$ cat src/rtl/slc3_datapath_param.sv
// -----------------------------------------------------------------------------
// slc3_datapath_param
//
// Parametrised SLC-3 datapath. It holds PC, MAR, MDR, IR, an 8-entry register
// file, the ALU, the address adder, the NZP condition codes and BEN. The
// internal bus is a one-hot gate multiplexer. A small request/ready FSM lets
// the control unit wait on memory with variable latency.
//
// Parameters
//   WIDTH    datapath width (>= 16). IR fields come from ir[15:0].
//   ADDR_W   external address width. MAR is zero-extended or truncated to fit.
//   RESET_PC value loaded into PC on reset.
//
// Ports
//   Clk, Reset               clock, synchronous active-high reset
//   gate_pc/mdr/alu/marmux   bus drive selects (priority in that order)
//   ld_pc/mar/mdr/ir/reg/cc/ben  register load enables
//   pcmux, addr2mux, aluk    2-bit selects
//   drmux, sr1mux, sr2mux, addr1mux  1-bit selects
//   mem_rd, mem_wr           single-cycle pulses that start an access
//   mem_ready, mem_rdata     memory completion and read data
//   mem_req, mem_we          request strobe and write qualifier
//   mem_addr, mem_wdata      access address (latched at start) and write data
//   mem_busy, mem_done       FSM not idle; one-cycle completion pulse
//   bus, pc, mar, mdr, ir    internal state for debug displays
//   nzp, ben                 condition codes and branch enable
//
// Optional feature
//   SLC3_DP_BUS_CHECK_EN     adds output bus_conflict, a sticky flag set when
//                            two or more bus gates were asserted in one cycle.
// -----------------------------------------------------------------------------
module slc3_datapath_param #(
  parameter int               WIDTH    = 16,
  parameter int               ADDR_W   = 20,
  parameter logic [WIDTH-1:0] RESET_PC = '0
) (
  input  logic              Clk,
  input  logic              Reset,
  input  logic              gate_pc,
  input  logic              gate_mdr,
  input  logic              gate_alu,
  input  logic              gate_marmux,
  input  logic              ld_pc,
  input  logic              ld_mar,
  input  logic              ld_mdr,
  input  logic              ld_ir,
  input  logic              ld_reg,
  input  logic              ld_cc,
  input  logic              ld_ben,
  input  logic [1:0]        pcmux,
  input  logic [1:0]        addr2mux,
  input  logic [1:0]        aluk,
  input  logic              drmux,
  input  logic              sr1mux,
  input  logic              sr2mux,
  input  logic              addr1mux,
  input  logic              mem_rd,
  input  logic              mem_wr,
  input  logic              mem_ready,
  input  logic [WIDTH-1:0]  mem_rdata,
  output logic              mem_req,
  output logic              mem_we,
  output logic [ADDR_W-1:0] mem_addr,
  output logic [WIDTH-1:0]  mem_wdata,
  output logic              mem_busy,
  output logic              mem_done,
  output logic [WIDTH-1:0]  bus,
  output logic [WIDTH-1:0]  pc,
  output logic [WIDTH-1:0]  mar,
  output logic [WIDTH-1:0]  mdr,
  output logic [WIDTH-1:0]  ir,
  output logic [2:0]        nzp,
  output logic              ben
`ifdef SLC3_DP_BUS_CHECK_EN
  ,
  output logic              bus_conflict
`endif
);

  typedef enum logic [1:0] {
    S_IDLE    = 2'd0,
    S_RD_WAIT = 2'd1,
    S_WR_WAIT = 2'd2
  } mem_state_e;

  mem_state_e state_q, state_d;

  logic [WIDTH-1:0] regs [8];

  logic [2:0]       sr1, sr2, dr;
  logic [WIDTH-1:0] sr1_val, sr2_val;
  logic [WIDTH-1:0] sext5, sext6, sext9, sext11;
  logic [WIDTH-1:0] alu_b, alu_out;
  logic [WIDTH-1:0] addr1_val, addr2_val, adder_out;
  logic [WIDTH-1:0] pc_next;
  logic [2:0]       cc_from_bus;
  logic             mem_start;

  logic [ADDR_W+WIDTH-1:0] addr_wide;
  logic [ADDR_W-1:0]       addr_q;

  // ---------------------------------------------------------------------------
  // Operand selection and sign extension
  // ---------------------------------------------------------------------------
  assign sr1 = sr1mux ? ir[8:6] : ir[11:9];
  assign sr2 = ir[2:0];
  assign dr  = drmux ? 3'd7 : ir[11:9];

  assign sr1_val = regs[sr1];
  assign sr2_val = regs[sr2];

  assign sext5  = {{(WIDTH-5){ir[4]}},   ir[4:0]};
  assign sext6  = {{(WIDTH-6){ir[5]}},   ir[5:0]};
  assign sext9  = {{(WIDTH-9){ir[8]}},   ir[8:0]};
  assign sext11 = {{(WIDTH-11){ir[10]}}, ir[10:0]};

  // ---------------------------------------------------------------------------
  // ALU
  // ---------------------------------------------------------------------------
  assign alu_b = sr2mux ? sext5 : sr2_val;

  // NOTE: every signal assigned in an always_comb gets a default first, so no
  // path through the block can leave it unassigned and infer a latch.
  always_comb begin
    alu_out = '0;
    case (aluk)
      2'b00:   alu_out = sr1_val + alu_b;
      2'b01:   alu_out = sr1_val & alu_b;
      2'b10:   alu_out = ~sr1_val;
      default: alu_out = sr1_val;
    endcase
  end

  // ---------------------------------------------------------------------------
  // Address adder and PC source
  // ---------------------------------------------------------------------------
  assign addr1_val = addr1mux ? sr1_val : pc;

  always_comb begin
    addr2_val = '0;
    case (addr2mux)
      2'b00:   addr2_val = '0;
      2'b01:   addr2_val = sext6;
      2'b10:   addr2_val = sext9;
      default: addr2_val = sext11;
    endcase
  end

  assign adder_out = addr1_val + addr2_val;

  always_comb begin
    pc_next = pc;
    case (pcmux)
      2'b00:   pc_next = pc + WIDTH'(1);
      2'b01:   pc_next = bus;
      2'b10:   pc_next = adder_out;
      default: pc_next = pc;
    endcase
  end

  // ---------------------------------------------------------------------------
  // Bus: fixed-priority gate multiplexer, zero when nothing drives it
  // ---------------------------------------------------------------------------
  always_comb begin
    bus = '0;
    if (gate_pc)          bus = pc;
    else if (gate_mdr)    bus = mdr;
    else if (gate_alu)    bus = alu_out;
    else if (gate_marmux) bus = adder_out;
  end

  assign cc_from_bus = bus[WIDTH-1] ? 3'b100 :
                       (bus == '0)  ? 3'b010 : 3'b001;

  // ---------------------------------------------------------------------------
  // Architectural registers
  // ---------------------------------------------------------------------------
  // NOTE: state is written with non-blocking assignments so every register
  // samples the pre-edge values; BEN therefore sees the old IR and NZP even
  // when ld_ir or ld_cc fires in the same cycle.
  // NOTE: the register file is small and must read as zero after reset, so it
  // is reset element by element rather than left uninitialised like a RAM.
  always_ff @(posedge Clk) begin
    if (Reset) begin
      pc  <= RESET_PC;
      mar <= '0;
      ir  <= '0;
      nzp <= 3'b010;
      ben <= 1'b0;
      for (int i = 0; i < 8; i++) regs[i] <= '0;
    end else begin
      if (ld_pc)  pc       <= pc_next;
      if (ld_mar) mar      <= bus;
      if (ld_ir)  ir       <= bus;
      if (ld_reg) regs[dr] <= bus;
      if (ld_cc)  nzp      <= cc_from_bus;
      if (ld_ben) ben      <= (ir[11] & nzp[2]) | (ir[10] & nzp[1]) | (ir[9] & nzp[0]);
    end
  end

  // MDR is owned by the CPU only while idle; during a read it takes memory data.
  always_ff @(posedge Clk) begin
    if (Reset) begin
      mdr <= '0;
    end else if (state_q == S_IDLE) begin
      if (ld_mdr) mdr <= bus;
    end else if (state_q == S_RD_WAIT && mem_ready) begin
      mdr <= mem_rdata;
    end
  end

  // ---------------------------------------------------------------------------
  // Memory handshake FSM
  // ---------------------------------------------------------------------------
  always_ff @(posedge Clk) begin
    if (Reset) state_q <= S_IDLE;
    else       state_q <= state_d;
  end

  always_comb begin
    state_d = state_q;
    case (state_q)
      S_IDLE: begin
        if (mem_rd)      state_d = S_RD_WAIT;
        else if (mem_wr) state_d = S_WR_WAIT;
      end
      S_RD_WAIT, S_WR_WAIT: begin
        if (mem_ready) state_d = S_IDLE;
      end
      default: state_d = S_IDLE;
    endcase
  end

  always_comb begin
    mem_req  = 1'b0;
    mem_we   = 1'b0;
    mem_busy = 1'b0;
    case (state_q)
      S_RD_WAIT: begin
        mem_req  = 1'b1;
        mem_busy = 1'b1;
      end
      S_WR_WAIT: begin
        mem_req  = 1'b1;
        mem_we   = 1'b1;
        mem_busy = 1'b1;
      end
      default: ;
    endcase
  end

  always_ff @(posedge Clk) begin
    if (Reset) mem_done <= 1'b0;
    else       mem_done <= (state_q != S_IDLE) && mem_ready;
  end

  // The address is captured when an access starts, so a later ld_mar does not
  // disturb the transfer in flight. Zero-extending into a wide temporary then
  // taking the low ADDR_W bits covers both the widening and narrowing cases.
  assign mem_start = (state_q == S_IDLE) && (mem_rd || mem_wr);
  assign addr_wide = {{ADDR_W{1'b0}}, mar};

  always_ff @(posedge Clk) begin
    if (Reset)          addr_q <= '0;
    else if (mem_start) addr_q <= addr_wide[ADDR_W-1:0];
  end

  assign mem_addr = addr_q;

  // MDR cannot change while a write is pending, so it is the write data as-is.
  assign mem_wdata = mdr;

  // Opcode bits and the spare upper part of the address temporary are not
  // used by the datapath.
  logic unused_bits;
  assign unused_bits = ^{ir[WIDTH-1:12], addr_wide[ADDR_W+WIDTH-1:ADDR_W]};

`ifdef SLC3_DP_BUS_CHECK_EN
  logic [2:0] gate_count;
  assign gate_count = 3'(gate_pc) + 3'(gate_mdr) + 3'(gate_alu) + 3'(gate_marmux);

  always_ff @(posedge Clk) begin
    if (Reset)                  bus_conflict <= 1'b0;
    else if (gate_count >= 3'd2) bus_conflict <= 1'b1;
  end
`endif

endmodule

$ cat config.mk
export PLATFORM = sky130hd
export DESIGN_NAME = slc3_datapath_param
export DESIGN_NICKNAME = d
export VERILOG_FILES = /design/src/rtl/slc3_datapath_param.sv
export SDC_FILE = /design/constraint.sdc
export NUM_CORES = 1
export LEC_CHECK = 0
export ABC_AREA = 0
export CAP_MARGIN = 20
export CORE_UTILIZATION = 45
export DETAILED_ROUTE_END_ITERATION = 7
export GPL_TIMING_DRIVEN = 0
export PLACE_DENSITY = 0.78
export SYNTH_ARGS = -nofsm -noshare
export SYNTH_HDL_FRONTEND = slang
export SYNTH_SLANG_ARGS = --single-unit
$ cat constraint.sdc
create_clock -name Clk -period 7.4 [get_ports Clk]
set_input_delay 1.11 -clock Clk [delete_from_list [all_inputs] [get_ports Clk]]
set_output_delay 1.11 -clock Clk [all_outputs]
set_load 0.005 [all_outputs]
==> impl_results.md <==
* Outcome: finished with violations
* Failing checks: DRC, setup timing
* CP max stage delay at 510 ps
* First-pass GRT wire length at 82100 microns
* Worst Hold End: mem_addr[2]$_SDFFE_PP0P_
* Register bit count reported by yosys at 218
* Worst Reg-to-Reg Cells at 23
* Worst rel slew slack at 36.4%
* Slew Limit Fails at 0
* Static Leakage at 6.51 nW
* Met1 usage in global routing at 45.4%
* DR vias at 14185
* H-tree levels at 1
* Worst path required time at 6290 ps
* Buffer and inverter count on the worst path at 6
* Mapped Avg Cell Area at 8.92 sq um
* Crit end category: primary output
* Most used DFF post-synth: edfxtp_1
* DIE WIDTH at 180 microns
* Mapped cell area at 0.0142 sq mm
* Setup CP Type: in -> out
* Yosys cell types at 88
* Max rail drop VDD at 0.179 mV
* Post-synth top cells: nor2_1 (286), nand2_1 (148), edfxtp_1 (128)
* Top cells by area, synth: edfxtp_1 (27%), dfxtp_1 (13%), nor2_1 (7.6%)
* Routed wire length at 55700 microns
* Hold crit path type: reg -> reg
* Power density cells at 219 mW/mm^2
* CTS tree: yes
* Routability cong. at 1.02
* Post-route cell area at 0.0173 sq mm
* Total track usage at 33.5%
* Critical path cell sequence: buf_4 > mux2_2 > buf_2 > buf_4 > mux2i_1 > o22ai_1 > a21oi_2 > a21oi_1 > ha_1 > inv_1 > fa_1 > nor2b_1 > o211ai_1 > a32o_1 > o31ai_2 > o31ai_1 > xor2_1 > o221ai_1 > a31oi_1 > inv_1 > clkdlybuf4s50_1
* Hold wc startpoint: mem_addr[2]$_SDFFE_PP0P_
* Max Fanout on Critical Path at 10
* Placed cell areas at 0.0163 sq mm
* Die area at 0.0323 sq mm
* Post-CTS Hold Fix Bufs at 0
* Post-place setup slack at -934 ps
* Number of DRC markers in iteration 0 at 2222
* IO Pins at 166
* Clk_lat worst skew at 520 ps
* Vias per Instance at 6.45
* Initial Utilization at 46.1%
* CTS root buffer: clkbuf_16
* Ys async rst share at 0%
* Post-synth EDFFs at 128
* Setup Skew at 11.2 ps
* CP max stage cell: clkdlybuf4s50_1
* Grt total ovfl at 0
* DPL Wire Length at 41700 microns
* Vias in the first global route at 13415
* RR Startpoint: ir[6]$_SDFFE_PP0P_
* Initial DRT Pass Iterations at 8
* Max Root-Sink Buffers at 3
* Met3 usage at 7.33%
* Largest net degree at the start of global routing at 17
* CTS Buf Count at 24
* Gr busiest metal: met2
* Post-layout util at 56.1%
* Initial antenna violation count at 1
* Multi-input gate area in the final layout at 0.00775 sq mm
* R2r setup slk at 1470 ps
* Cell family with most CP delay: compound AO/OA/AOI/OAI gates
* CORE AREA at 0.0308 sq mm
* Setup Viol. Count Final at 1
* Final setup margin at -43.2 ps
* Wirelength per Cell at 25.3 microns
* Share of cells above drive strength 1 at 10.5%
* Clock tree sinks at 218
* Number of max-cap violations at 0
* CP startpoint kind: input pin
* Clock transition at path regs at 60 ps
* Most area-hungry cell type in the Yosys netlist: edfxtp_1
* Ant. Diodes at 0
* Most numerous cell in the Yosys netlist: nor2_1
* Achievable Freq at 134 MHz
* Drt drc at 6
* Rows at 64
* Seq/Total Area, Yosys at 39.7%
* Hold path cells at 2
* Synth warnings at 0
* Critical R2R Capture: nzp[1]$_SDFFE_PP1P_
* Yosys top cell area share at 27.0%
* # nets final at 1868
* Fill count at 2751
* Met2 usage at 51.2%
* Synthesis-to-finish area growth at 21.7%
* Unrepaired setup endpoints after global routing: yes
* Crit path from: sr1mux
* Cells after synthesis at 1594
* Die Height at 180 microns
* Antenna Nets Post-Route at 0
* Worst Path Arrival at 6330 ps
* Worst-margin pin slew at 951 ps
* Minimum clock period at 7440 ps
* Storage element area at 0.00565 sq mm
* IO buf count at 155
* Period utilisation layout at 101%
* Fin. Hold Viols at 0
-- worst reg2reg max path, delay by kind of cell (launching register included) --
family	cells	cell delay, ps
adders and majority gates	2	700
xor gates and xnor gates	1	270
AOI/OAI and AO/OA	8	1940
buffers and inverters	5	1080
muxes	2	330
DFF	1	480
and+or+nand+nor	5	1100
-- metrics by stage --
step / instances / power [mW] / hold WS [ps] / setup TNS [ps]
2_1_floorplan: 1597 / 2.07 / 453 / 0
3_3_place_gp: 2148 / 2.51 / 441 / -4180
3_5_place_dp: 2148 / 2.53 / 449 / -4510
4_1_cts: 2193 / 3.72 / 458 / 0
5_1_grt: 2199 / 3.90 / 485 / -90.9
6_report: 2199 / 3.79 / 457 / -43.2
-- logic make-up after synthesis --
group / count (synthesis) / share of synthesized area [%]
flops: 218 / 39.7
mux: 97 / 11.0
xor+xnor: 22 / 1.36
compound gates: 408 / 19.3
simple gates: 595 / 18.5
fa+ha+maj: 39 / 3.49
other cells: 1 / 0.0264
buf+inv: 214 / 6.64
-- layout by cell type, fill, tap and decap left out, drive strengths merged, types with 8 or more instances in the layout --
cell type,n
o21ai,68
mux2,10
o31ai,8
a21o,13
nand2b,20
xnor2,16
nor3,21
a21oi,115
ha,38
buf,67
and3,13
nand2,148
nor2b,40
clkbuf,122
o22ai,17
nand3,23
o211ai,14
a31oi,15
a221oi,19
nand4,13
o221ai,8
dfxtp,90
edfxtp,128
mux2i,42
nor2,286
a211oi,60
clkdlybuf4s50,155
mux4,45
inv,66
-- power by group --
| part | switching [mW] | internal [mW] |
|---|---|---|
| Combinational | 0.711 | 0.452 |
| Clock | 0.482 | 0.721 |
| Sequential | 0.0699 | 1.35 |
| Total | 1.26 | 2.53 |
-- per-layer routing --
layer  vias up  share of wire (%)
li1       6165                  -
met1      6808                 39
met2      1034                 44
met3       176                 12
met4         2                4.6
met5         -              0.034
-- what timing repair did --
| item | CTS | global route |
|---|---|---|
| buffers inserted | 3 | 7 |
| setup endpoints to repair | 12 | 14 |
| gates resized for setup | 24 | 20 |
| gates cloned | 0 | 0 |
| pin swaps | 3 | 2 |
-- worst max path at each step --
stage                     cells past startpoint  slack [ps]      end
after floorplan                              20        1370  bus[12]
after global placement                       19        -840  bus[10]
after detailed placement                     20        -930  bus[10]
after CTS                                    19         0.1  bus[15]
after global routing                         18         -60  bus[15]
final                                        21         -40  bus[14]
-- area by class of cell --
cell class | instances | area share (%)
Buffer | 144 | 4.12
Clock buffer | 34 | 4.04
Clock inverter | 8 | 0.492
Inverter | 68 | 1.50
Multi-Input combinational cell | 1165 | 44.8
Sequential cell | 218 | 32.6
Tap cell | 396 | 2.86
Timing Repair Buffer | 166 | 9.56
-- sequential cells by signal, indices dropped and copies added (netlist names), named ones only --
register  count
mem_done      1
regs        128
ben           1
pc           16
mem_addr     16
nzp           3
mdr          16
mar          16
state_q       2
ir           16
Note: power is estimated with default switching activity, not from simulation.
